--- config.mk ---
export PLATFORM = sky130hd
export DESIGN_NAME = piso4_tx
export DESIGN_NICKNAME = d
export VERILOG_FILES = /design/src/rtl/piso4_tx.sv
export SDC_FILE = /design/constraint.sdc
export NUM_CORES = 1
export LEC_CHECK = 0
export CAP_MARGIN = 20
export CORE_AREA = 3 3 40 42
export CTS_CLUSTER_DIAMETER = 40
export DETAILED_ROUTE_END_ITERATION = 6
export DIE_AREA = 0 0 43 45
export DONT_BUFFER_PORTS = 1
export PLACE_DENSITY = 0.66
export SKIP_LAST_GASP = 1
export SLEW_MARGIN = 20
export SYNTH_ARGS = -nofsm -noshare
export SYNTH_HDL_FRONTEND = slang
export SYNTH_SLANG_ARGS = --single-unit
--- constraint.sdc ---
create_clock -name clk -period 2.2 [get_ports clk]
set_input_delay 0.33 -clock clk [delete_from_list [all_inputs] [get_ports clk]]
set_output_delay 0.33 -clock clk [all_outputs]
set_load 0.02 [all_outputs]
--- src/rtl/piso4_tx.sv ---
// ============================================================================
// Module   : piso4_tx
// Purpose  : Parallel-in/serial-out transmitter with one-entry hold buffer.
// Revision : 1.0 - initial release
// ============================================================================
`default_nettype none

module piso4_tx #(
    parameter int WIDTH      = 4,
    parameter int MSB_FIRST  = 1,
    parameter bit IDLE_LEVEL = 1'b1
) (
    input  logic             clk,
    input  logic             rst,
    input  logic [WIDTH-1:0] D,
    input  logic             load_valid,
    output logic             load_ready,
    output logic             sdo,
    output logic             sframe,
    output logic             busy,
    output logic             done
);

    localparam int CW = (WIDTH > 2) ? $clog2(WIDTH) : 1;
    localparam logic [CW-1:0] LAST = CW'(WIDTH - 1);

    typedef enum logic [0:0] {
        IDLE  = 1'b0,
        SHIFT = 1'b1
    } state_t;

    state_t           state, state_n;
    logic [CW-1:0]    cnt, cnt_n;
    logic [WIDTH-1:0] shreg, shreg_n;
    logic [WIDTH-1:0] hold, hold_n;
    logic             hold_full, hold_full_n;
    logic             sdo_q, sdo_n;
    logic             sframe_q, sframe_n;
    logic             done_q, done_n;
    logic             load;
    logic [WIDTH-1:0] load_word;
    logic             xfer;

    // The shift register holds only the bits not yet placed on sdo.
    function automatic logic first_bit(input logic [WIDTH-1:0] w);
        return (MSB_FIRST != 0) ? w[WIDTH-1] : w[0];
    endfunction

    function automatic logic [WIDTH-1:0] rest(input logic [WIDTH-1:0] w);
        return (MSB_FIRST != 0) ? (w << 1) : (w >> 1);
    endfunction

    assign load_ready = !hold_full;
    assign xfer       = load_valid && load_ready;

    always_comb begin
        state_n     = state;
        cnt_n       = cnt;
        shreg_n     = shreg;
        hold_n      = hold;
        hold_full_n = hold_full;
        sdo_n       = sdo_q;
        sframe_n    = sframe_q;
        done_n      = 1'b0;
        load        = 1'b0;
        load_word   = D;

        case (state)
            IDLE: begin
                if (xfer) begin
                    load    = 1'b1;
                    state_n = SHIFT;
                end
            end
            SHIFT: begin
                if (cnt != LAST) begin
                    cnt_n   = cnt + 1'b1;
                    sdo_n   = first_bit(shreg);
                    shreg_n = rest(shreg);
                    if (xfer) begin
                        hold_n      = D;
                        hold_full_n = 1'b1;
                    end
                end else begin
                    done_n = 1'b1;
                    if (hold_full) begin
                        load        = 1'b1;
                        load_word   = hold;
                        hold_full_n = 1'b0;
                    end else if (xfer) begin
                        load = 1'b1;
                    end else begin
                        state_n  = IDLE;
                        sdo_n    = IDLE_LEVEL;
                        sframe_n = 1'b0;
                    end
                end
            end
            default: state_n = IDLE;
        endcase

        if (load) begin
            cnt_n    = '0;
            sdo_n    = first_bit(load_word);
            shreg_n  = rest(load_word);
            sframe_n = 1'b1;
        end
    end

    always_ff @(posedge clk) begin
        if (rst) begin
            state     <= IDLE;
            cnt       <= '0;
            shreg     <= '0;
            hold      <= '0;
            hold_full <= 1'b0;
            sdo_q     <= IDLE_LEVEL;
            sframe_q  <= 1'b0;
            done_q    <= 1'b0;
        end else begin
            state     <= state_n;
            cnt       <= cnt_n;
            shreg     <= shreg_n;
            hold      <= hold_n;
            hold_full <= hold_full_n;
            sdo_q     <= sdo_n;
            sframe_q  <= sframe_n;
            done_q    <= done_n;
        end
    end

    assign sdo    = sdo_q;
    assign sframe = sframe_q;
    assign done   = done_q;
    assign busy   = (state == SHIFT);

endmodule

`default_nettype wire

---- After elaboration in Yosys (flattened, before gate mapping) ----
Index checks and enable logic that the tools add are counted.
storage, ports and cells
  register bits after elaboration ......... 14
  input port bits ......................... 7
  logic and storage cells ................. 54
  output and inout port bits .............. 5
cells by class
  equal/unequal tests ..................... 7
  bitwise gates (word level) .............. 1
  $add $sub $neg .......................... 1
  muxes and demuxes ....................... 25
  reductions and logical operators ........ 12
operators by type and width
  operator               number
  $mux W4                6
  $mux W1                17
  $ne A2 B2 Y1 const B   4
  $reduce_and A2 Y1      3
  $reduce_and A3 Y1      2
  $pmux W1 S2            2
  $reduce_and A4 Y1      1
  $reduce_bool A2 Y1     2
  $reduce_or A2 Y1       2
  $ne A3 B1 Y1 const B   1
  $ne A3 B2 Y1 const B   1
  $add A2 B1 Y2 const B  1
  $ne A2 B1 Y1 const B   1
  $logic_and A1 B1 Y1    1
  $logic_not A1 Y1       1
  $not A1 Y1             1

---- Logic depth before layout (Yosys ltp) ----
Gate-level depths: netlist (run 1).
  depth after elaboration ................. 8
  gate-level depth with buffers ........... 5
  mapped depth without buffers ............ 4

---- Worst setup path before layout (run 1) ----
Ideal clock, no wire load.
  kind .................................... reg-to-reg
  start point ............................. reg cnt[0]
  end point ............................... reg shreg[2]
  buffers on the path ..................... 1
  data required time ...................... 2,105 ps
  arrival ................................. 1,183 ps
  setup slack ............................. 921 ps
  clock period less this slack ............ 1,279 ps
  setup time .............................. 95 ps
  cell stages (with the launch flop) ...... 6
  path through ............................ dfxtp_1 -> ha_1 -> buf_6 -> nor2b_4 -> o21a_1 -> a221oi_1
between the ends
  word-level cells in the longest chain between the ends .. 5
  elaborated cells on any way between the ends .. 9
  classes of those cells .................. eq/ne: 1; mux: 5; reduce/logical: 3
ends and longest elaborated chain
  what                                 line  source
  start, declared                      33    logic [CW-1:0] cnt, cnt_n;
  start signal, assigned               122   cnt <= cnt_n;
  $ne A2 B2 Y1 *                       76    if (cnt != LAST) begin
  $mux W1                              76
  $pmux W1 S2                          68    case (state)
  $reduce_bool A2 Y1 (no source line)  -
  $reduce_and A2 Y1 (no source line)   -
  end signal, assigned                 123   shreg <= shreg_n;
  end, declared                        34    logic [WIDTH-1:0] shreg, shreg_n;
Mark *: on every way between the ends. The rest lies on a longest branch, timed or not.
A chain may end at the register's enable or synchronous reset.

---- Final worst setup path (run 1) ----
  start point ............................. reg cnt[0]
  end point ............................... reg shreg[1]
Same word-level chain as after synthesis.

==> results of run 1 <==
==> layer usage <==
| metal | part of all wire | global-route usage | routed length, um | vias to the layer above |
|---|---|---|---|---|
| met5 | 0 | 0 | 0 | - |
| met4 | 0.0084 | 0.0361 | 11 | 0 |
| met2 | 0.45 | 0.254 | 591 | 23 |
| li1 | - | - | - | 277 |
| met1 | 0.44 | 0.195 | 584 | 248 |
| met3 | 0.096 | 0.0797 | 126 | 2 |
==> Yosys cell counts (all sizes together) <==
library cell	count	area [um^2]
buf	4	38.8
nand2	8	30.0
o211ai	3	22.5
a21oi	10	50.1
nor2	2	7.51
nand3b	2	15.0
o21a	1	7.51
nor3b	1	7.51
nor2b	1	13.8
a221oi	2	17.5
o22ai	1	6.26
or2b	1	7.51
a211oi	2	15.0
o21ai	6	30.0
and2b	1	7.51
nand2b	4	25.0
and4bb	1	12.5
dfxtp	14	280
inv	6	25.0
o31ai	3	22.5
clkbuf	1	3.75
o32a	1	10.0
a31oi	1	6.26
ha	1	12.5
nor3	1	5.00
==> flip-flops by register name, indices dropped and copies added, names as in the netlist <==
name / flops
sdo: 1
hold_full: 1
shreg: 3
sframe: 1
cnt: 2
busy: 1
done: 1
hold: 4
==> layout make-up <==
| class | instances | area, um^2 |
|---|---|---|
| clock buffers | 4 | 36.3 |
| fillers | 123 | 593 |
| flip-flops and latches | 14 | 280 |
| multi-input cells | 53 | 332 |
| inverters | 6 | 25.0 |
| well taps | 15 | 18.8 |
==> cell usage in the layout, fill, tap and decap left out, drive strengths merged, types with 2 or more instances in the layout <==
cell type and n:
dfxtp 14, a21oi 10, nand2 8, o21ai 6, inv 6, nand2b 4, clkbuf 4, o211ai 3
o31ai 3, a211oi 2, nand3b 2, a221oi 2, nor2 2
==> worst paths after layout <==
kind            start  endpoint  slack, ns  cells past startpoint
max            cnt[0]  shreg[1]       0.71                      4
min               rst   hold[3]       0.10                      1
max reg2reg    cnt[0]  shreg[1]       0.71                      4
min reg2reg  shreg[2]  shreg[2]       0.47                      2
==> kinds of logic after synthesis <==
| family | Yosys count | synth area share |
|---|---|---|
| AOI/OAI and AO/OA | 30 | 0.276 |
| adders and majority gates | 1 | 0.0184 |
| buffers and inverters | 11 | 0.0994 |
| DFF | 14 | 0.413 |
| and+or+nand+nor | 22 | 0.193 |
==> power breakdown <==
group          switching, mW  internal [mW]  total (mW)
clock                 0.0818          0.101       0.183
combinational         0.0293         0.0240      0.0533
sequential            0.0252          0.270       0.296
total                  0.136          0.395       0.531
==> flow_summary.yaml, run 1 <==
sta:
  period_needed_ns: 1.49
  setup_viol: 0
  rsz0062_at_grt: "false"
  maxSlewViolCount: 0
  timing.final.crit_share: 0.677
  hold_viol: 0
  setup_tns_ns: 0
  slew_headroom: 0.587
  clock_skew_ns: 0.00880
  setup_ws_ns: 0.711
  clock.fmax_mhz: 671
  worstMarginPinSlew_ns: 0.618
  hold_ws_ns: 0.104
drt:
  drtPass1Iterations: 4
  drc_errors: 0
  via_count: 550
  wl_um: 1310
  wire_per_inst_um: 14.3
  ant_nets: 0
  drt-vias-per-instance: 5.98
  drt_iter0_drc: 9
critical_path:
  cp_cell_sequence: "ha_1 -> and2b_1 -> o32a_1 -> a21oi_1"
  path_buf_inv: 0
  crit_type: "reg -> reg"
  critPathCaptureType: "flop"
  cp_top_family: "compound AO/OA/AOI/OAI gates"
  max_stage_delay_ns: 0.36
  startpoint_type: "flop"
  cp.required_ns: 2.41
  critPathSlowestCell: "ha_1"
  critical_path_arrival_ns: 1.70
  crit_path_max_fanout: 11
global_routing:
  grt_pass1_vias: 512
  grt_util_all_layers: 0.160
  grt_antenna_before_repair: 0
  overflow: 0
  grt_max_degree: 14
  grt_first_pass_wirelength_um: 2300
yosys:
  ys_ff_latch: 14
  synth_cell_types: 27
  syn_inst: 78
  synth_fp_nets: 86
  yosys_warnings: 0
  syn_area_um2: 679
  syn_avg_cell_area_um2: 8.71
  ys_seq_area_frac: 0.413
cts:
  cts.sinks: 14
  clk_path_buf_depth: 2
  cts_hold_buffers: 0
  cts-root-buf: "clkbuf_4"
  post_cts_buffers: 0
  cts.reportedPaths.clkPinSlew_ns: 0.09
  ctsResizeCount: 0
  cts_inserted_buffers: 3
  htree_levels: 1
  clk_latency_ns: 0.28
  cts_tree: "done"
power:
  leakagePower_nw: 0.239
  power_mw: 0.531
  p_per_area_nw_per_um2: 768
  peakVddDrop_mv: 0.501
placed_design:
  placed_cells: 88
  dpl_cell_area_um2: 656
  gp_congestion: 0.843
  io_buffers: 0
  preCtsSetupSlack_ns: 0.735
  hpwl_um: 956
die:
  die_h_um: 45
  rows: 13
  dieArea_um2: 1940
  coreArea_um2: 1280
  initial_core_util: 0.529
  dieWidth_um: 43
  io-pin-count: 12
min_path:
  hold_path.class: "in -> reg"
final_layout:
  fin_cells: 92
  n_antenna_cell: 0
  post-route-cell-area_um2: 692
  drive_above_1_share: 0.0909
  nets: 86
  final_util: 0.538
  area_growth_pct: 1.84
flow_run:
  maxCapViolCount: 0
outcome:
  outcome: "complete, no violations"
No activity file was read; power rests on OpenSTA's default activity.
==> run 2: changes to the inputs <==
Settings changed: ABC_AREA set to 1, PLACE_DENSITY 0.66 to 0.62.
Clock period 2.2 ns to 1.4 ns, I/O delays scaled along.
==> flow_summary.yaml, run 2 <==
flow_run:
  maxCapViolCount: 0
yosys:
  synth_edf_count: 0
  ys_seq_area_frac: 0.445
  syn_inst: 88
  ys_ff_latch: 14
  synth.area.top_cells: "dfxtp_1 (45%), nand2_1 (13%), inv_1 (7.2%)"
  syn_avg_cell_area_um2: 7.15
  synth_top_area_frac: 0.445
  synth_commonest_cells: "nand2_1 (22), dfxtp_1 (14), inv_1 (12), nor2_1 (11), o21ai_0 (8)"
  synth_cell_types: 16
  async_flop_share: 0
  ys.flop_type: "dfxtp_1"
  synth.most_common_cell: "nand2_1"
  synth_top_cell_by_area: "dfxtp_1"
  synth_fp_nets: 96
  yosys_warnings: 0
  syn_area_um2: 629
die:
  dieWidth_um: 43
  dieArea_um2: 1940
  io-pin-count: 12
  rows: 13
  initial_core_util: 0.490
  die_h_um: 45
  coreArea_um2: 1280
critical_path:
  startpoint_type: "flop"
  cp.required_ns: 1.58
  crit_type: "reg -> reg"
  critical_path_arrival_ns: 1.45
  crit_path_max_fanout: 7
  critPathCaptureType: "flop"
min_path:
  hold_path.class: "in -> reg"
final_layout:
  largest_register_ffs: 4
  area_growth_pct: 13.5
  nets: 103
  layout_common_cells: "nand2_1 (20), dfxtp_1 (14), inv_1 (12), nor2_1 (11), o21ai_0 (7)"
  n_antenna_cell: 0
  regMostFlops: "hold"
  fin_cells: 109
  drive_above_1_share: 0.138
  reg_top3: "hold (4), shreg (3), cnt (2)"
  final_common_cell: "nand2_1"
  final_util: 0.556
sta:
  slew_headroom: 0.827
  setup_tns_ns: 0
  clock.fmax_mhz: 788
  period_needed_ns: 1.27
  timing.final.crit_share: 0.907
  worstMarginPinSlew_ns: 0.258
  clock_skew_ns: 0.00142
  setup_viol: 0
  hold_viol: 0
  maxSlewViolCount: 0
drt:
  drt-vias-per-instance: 4.98
  drc_errors: 0
  via_count: 543
  wl_um: 1320
  ant_nets: 0
  drtPass1Iterations: 2
  drt_iter0_drc: 7
  wire_per_inst_um: 12.1
cts:
  htree_levels: 1
  clk_latency_ns: 0.28
  cts.reportedPaths.clkPinSlew_ns: 0.08
  cts_tree: "done"
  cts.sinks: 14
  post_cts_buffers: 0
  cts_inserted_buffers: 3
  clk_path_buf_depth: 2
  cts-root-buf: "clkbuf_4"
power:
  leakagePower_nw: 0.329
  p_per_area_nw_per_um2: 1250
  peakVddDrop_mv: 0.612
  power_mw: 0.896
global_routing:
  grt_pass1_vias: 495
  grt_first_pass_wirelength_um: 2140
  grt_util_all_layers: 0.156
  grt_antenna_before_repair: 0
  grt_max_degree: 9
  overflow: 0
placed_design:
  gp_congestion: 0.719
  placed_cells: 104
  hpwl_um: 982
  io_buffers: 0
outcome:
  outcome: "complete, no violations"
==> run 2: report_power, final <==
part / internal, mW / switching (mW)
Clock: 0.158 / 0.130
Sequential: 0.433 / 0.0331
Combinational: 0.0516 / 0.0902
==> run 2: per-stage QoR <==
step | worst slack, ns | instance area [um^2] | hold WS [ns]
2_1_floorplan | 0.148 | 629 | 0.279
3_3_place_gp | 0.0680 | 656 | 0.281
3_5_place_dp | 0.0496 | 656 | 0.282
4_1_cts | 0.0252 | 702 | 0.0958
5_1_grt | -0.000944 | 714 | 0.111
6_report | 0.131 | 714 | 0.105
==> run 2: final timing paths <==
check	startpoint	to	slack (ns)	cells after the start
worst max-delay path	cnt[0]	shreg[2]	0.13	6
worst min-delay path	D[2]	hold[2]	0.10	2
worst max register to register	cnt[0]	shreg[2]	0.13	6
worst min register to register	hold[0]	hold[0]	0.46	2
==> run 2: area by class of cell <==
cell class	count	area (um^2)
clock buffers	4	36.3
multi-input cells	61	313
inverters	13	48.8
flip-flops and latches	14	280
fillers	132	571
well taps	15	18.8
repair buffers	2	17.5
==> run 2: timing repair <==
| item | CTS | global route |
|---|---|---|
| setup endpoints to repair | 0 | 5 |
| gates resized for setup | 0 | 5 |
| hold endpoints to repair | 6 | 0 |
| hold buffers | 1 | 0 |
==> run 2: per-layer routing <==
layer	GRT usage	up-vias	share of wire
li1	-	294	-
met1	0.193	235	0.47
met2	0.237	10	0.46
met3	0.0558	4	0.051
met4	0.0904	0	0.023
met5	0	-	0
==> run 2: cells by family (layout without fill, tap and decap cells) <==
| group | Yosys count | count (layout) | share of synthesized area |
|---|---|---|---|
| flip-flops | 14 | 14 | 0.445 |
| adder cells (fa/ha/maj) | 1 | 1 | 0.0199 |
| XOR/XNOR | 1 | 1 | 0.0139 |
| AO/OA/AOI/OAI | 16 | 16 | 0.153 |
| AND/OR/NAND/NOR | 43 | 43 | 0.290 |
| buffers and inverters | 13 | 19 | 0.0775 |
==> run 2: critical path, cell delays in order, from the launching register on <==
cell     delay, ns
dfxtp_1       0.36
ha_2          0.25
inv_1         0.08
nand2_2       0.12
nand3_1       0.12
o21ai_0       0.17
nor2_1        0.06
==> run 3: changes to the inputs <==
Settings changed: GPL_TIMING_DRIVEN set to 0.
==> flow_summary.yaml, run 3 (same netlist as run 2, synthesis figures left out) <==
outcome:
  outcome: "complete, no violations"
final_layout:
  final_common_cell: "nand2_1"
  fill_cells: 141
  layout_common_cells: "nand2_1 (21), dfxtp_1 (13), inv_1 (12), nor2_1 (11), o21ai_0 (7)"
  reg_top3: "hold (4), shreg (3), cnt (2)"
  drive_above_1_share: 0.118
  largest_register_ffs: 4
  seq_area_um2: 282
  final_util: 0.553
  fin_cells: 108
  regMostFlops: "hold"
  nets: 102
  area_growth_pct: 12.9
  n_antenna_cell: 0
  post-route-cell-area_um2: 711
  multiInputGateArea_um2: 315
drt:
  drc_errors: 0
  wire_per_inst_um: 10.8
  drt_iter0_drc: 7
  drt-vias-per-instance: 4.94
  via_count: 533
  drtPass1Iterations: 4
  wl_um: 1160
  ant_nets: 0
critical_path:
  crit_type: "reg -> reg"
  critPathSlowestCell: "dfxtp_1"
  rr_endpoint: "shreg[1]"
  cp_cell_sequence: "ha_4 -> nand3_1 -> inv_1 -> nand2_1 -> nand3_1 -> a21oi_1"
  crit_path_max_fanout: 6
  critPathCaptureType: "flop"
  max_stage_delay_ns: 0.41
  critical_path_arrival_ns: 1.46
  cp.required_ns: 1.56
  startpoint_type: "flop"
  reg2reg_from: "cnt[0]"
  regToRegSetupSlack_ns: 0.11
  crit_top_cell: "nand3_1"
  worst-r2r-cell-count: 6
global_routing:
  grt_pass1_vias: 484
  grt_util_all_layers: 0.143
  grt_first_pass_wirelength_um: 2060
  grt_antenna_before_repair: 0
  overflow: 0
  grt_max_degree: 9
power:
  p_sw_mw: 0.244
  netSwitchingFraction: 0.276
  leakagePower_nw: 0.325
  p_int_mw: 0.640
  peakVddDrop_mv: 0.478
  power_mw: 0.884
  p_per_area_nw_per_um2: 1240
  clockPowerShare: 0.321
  comb_power_share: 0.149
  seqPwrFrac: 0.530
cts:
  cts_tree: "done"
  cts_inserted_buffers: 3
  cts-root-buf: "clkbuf_4"
  cts.reportedPaths.clkPinSlew_ns: 0.08
  htree_levels: 1
  cts.sinks: 14
  post_cts_buffers: 0
  clk_path_buf_depth: 2
  clk_latency_ns: 0.27
die:
  initial_core_util: 0.490
  rows: 13
  die_h_um: 45
  io-pin-count: 12
  dieWidth_um: 43
  dieArea_um2: 1940
  coreArea_um2: 1280
placed_design:
  hpwl_um: 858
  dpl_cell_area_um2: 648
  placed_cells: 103
  io_buffers: 0
  gp_congestion: 0.762
sta:
  clock_skew_ns: 0.00185
  hold_ws_ns: 0.111
  rsz0062_at_grt: "false"
  setup_viol: 0
  clock.fmax_mhz: 773
  slew_headroom: 0.835
  timing.final.crit_share: 0.924
  worstMarginPinSlew_ns: 0.246
  period_needed_ns: 1.29
  maxSlewViolCount: 0
  hold_viol: 0
min_path:
  hold-path-cell-count: 2
  hold_path.class: "in -> reg"
  min_to: "hold[2]"
  holdCritStartpoint: "D[2]"
flow_run:
  maxCapViolCount: 0
-- run 3: cell count changes in the layout (fill, tap and decap cells not counted), sizes merged --
cell | previous run | this run
buf | 1 | 0
-- run 3: layout make-up --
class                           count  share of cell area
Inverter                           13              0.0687
Multi-Input combinational cell     61               0.444
Timing Repair Buffer                1              0.0141
Tap cell                           15              0.0264
Clock buffer                        4              0.0511
Sequential cell                    14               0.396
-- run 3: worst max-delay path: cells and delay by family, from the launching register on --
kind            cells  cell delay [ns]
buf+inv             1             0.16
simple gates        3             0.36
fa+ha+maj           1             0.19
flops               1             0.41
compound gates      1             0.06
-- run 3: worst max-delay path by stage --
stage | cells after the start | end | from | slack [ns]
after detailed placement | 6 | shreg[2] | cnt[0] | -0.04
after CTS | 5 | hold[1] | busy | -0.001
after global routing | 6 | shreg[3] | cnt[0] | 0.009
after global placement | 6 | shreg[2] | cnt[0] | -0.04
final | 6 | shreg[1] | cnt[0] | 0.11
after floorplan | 6 | shreg[3] | cnt[0] | 0.15
-- run 3: metal layers --
metal	vias up	share of wire	global-route usage
met5	-	0	0
met4	0	0.0086	0.0904
li1	293	-	-
met3	2	0.043	0.0279
met1	230	0.51	0.190
met2	8	0.44	0.213
-- run 3: repair_timing --
action	4_1_cts	5_1_grt
hold buffers	1	0
endpoints found under the hold margin	6	0
endpoints found under the setup margin	2	8
resized for setup	2	3
-- run 3: stage by stage --
step / TNS, ns / worst slack, ns
floorplan: 0 / 0.148
global placement: -0.0766 / -0.0398
detailed placement: -0.0497 / -0.0387
CTS: -0.00132 / -0.00132
global route: 0 / 0.00917
finish: 0 / 0.107
-- run 3: power groups by stage --
stage                     clock network, mW  registers [mW]  logic, mW
after floorplan                           0           0.471      0.105
after CTS                             0.300           0.467      0.131
after global routing                  0.308           0.474      0.154
final                                 0.284           0.469      0.131
after global placement                    0           0.475      0.124
after detailed placement                  0           0.475      0.125
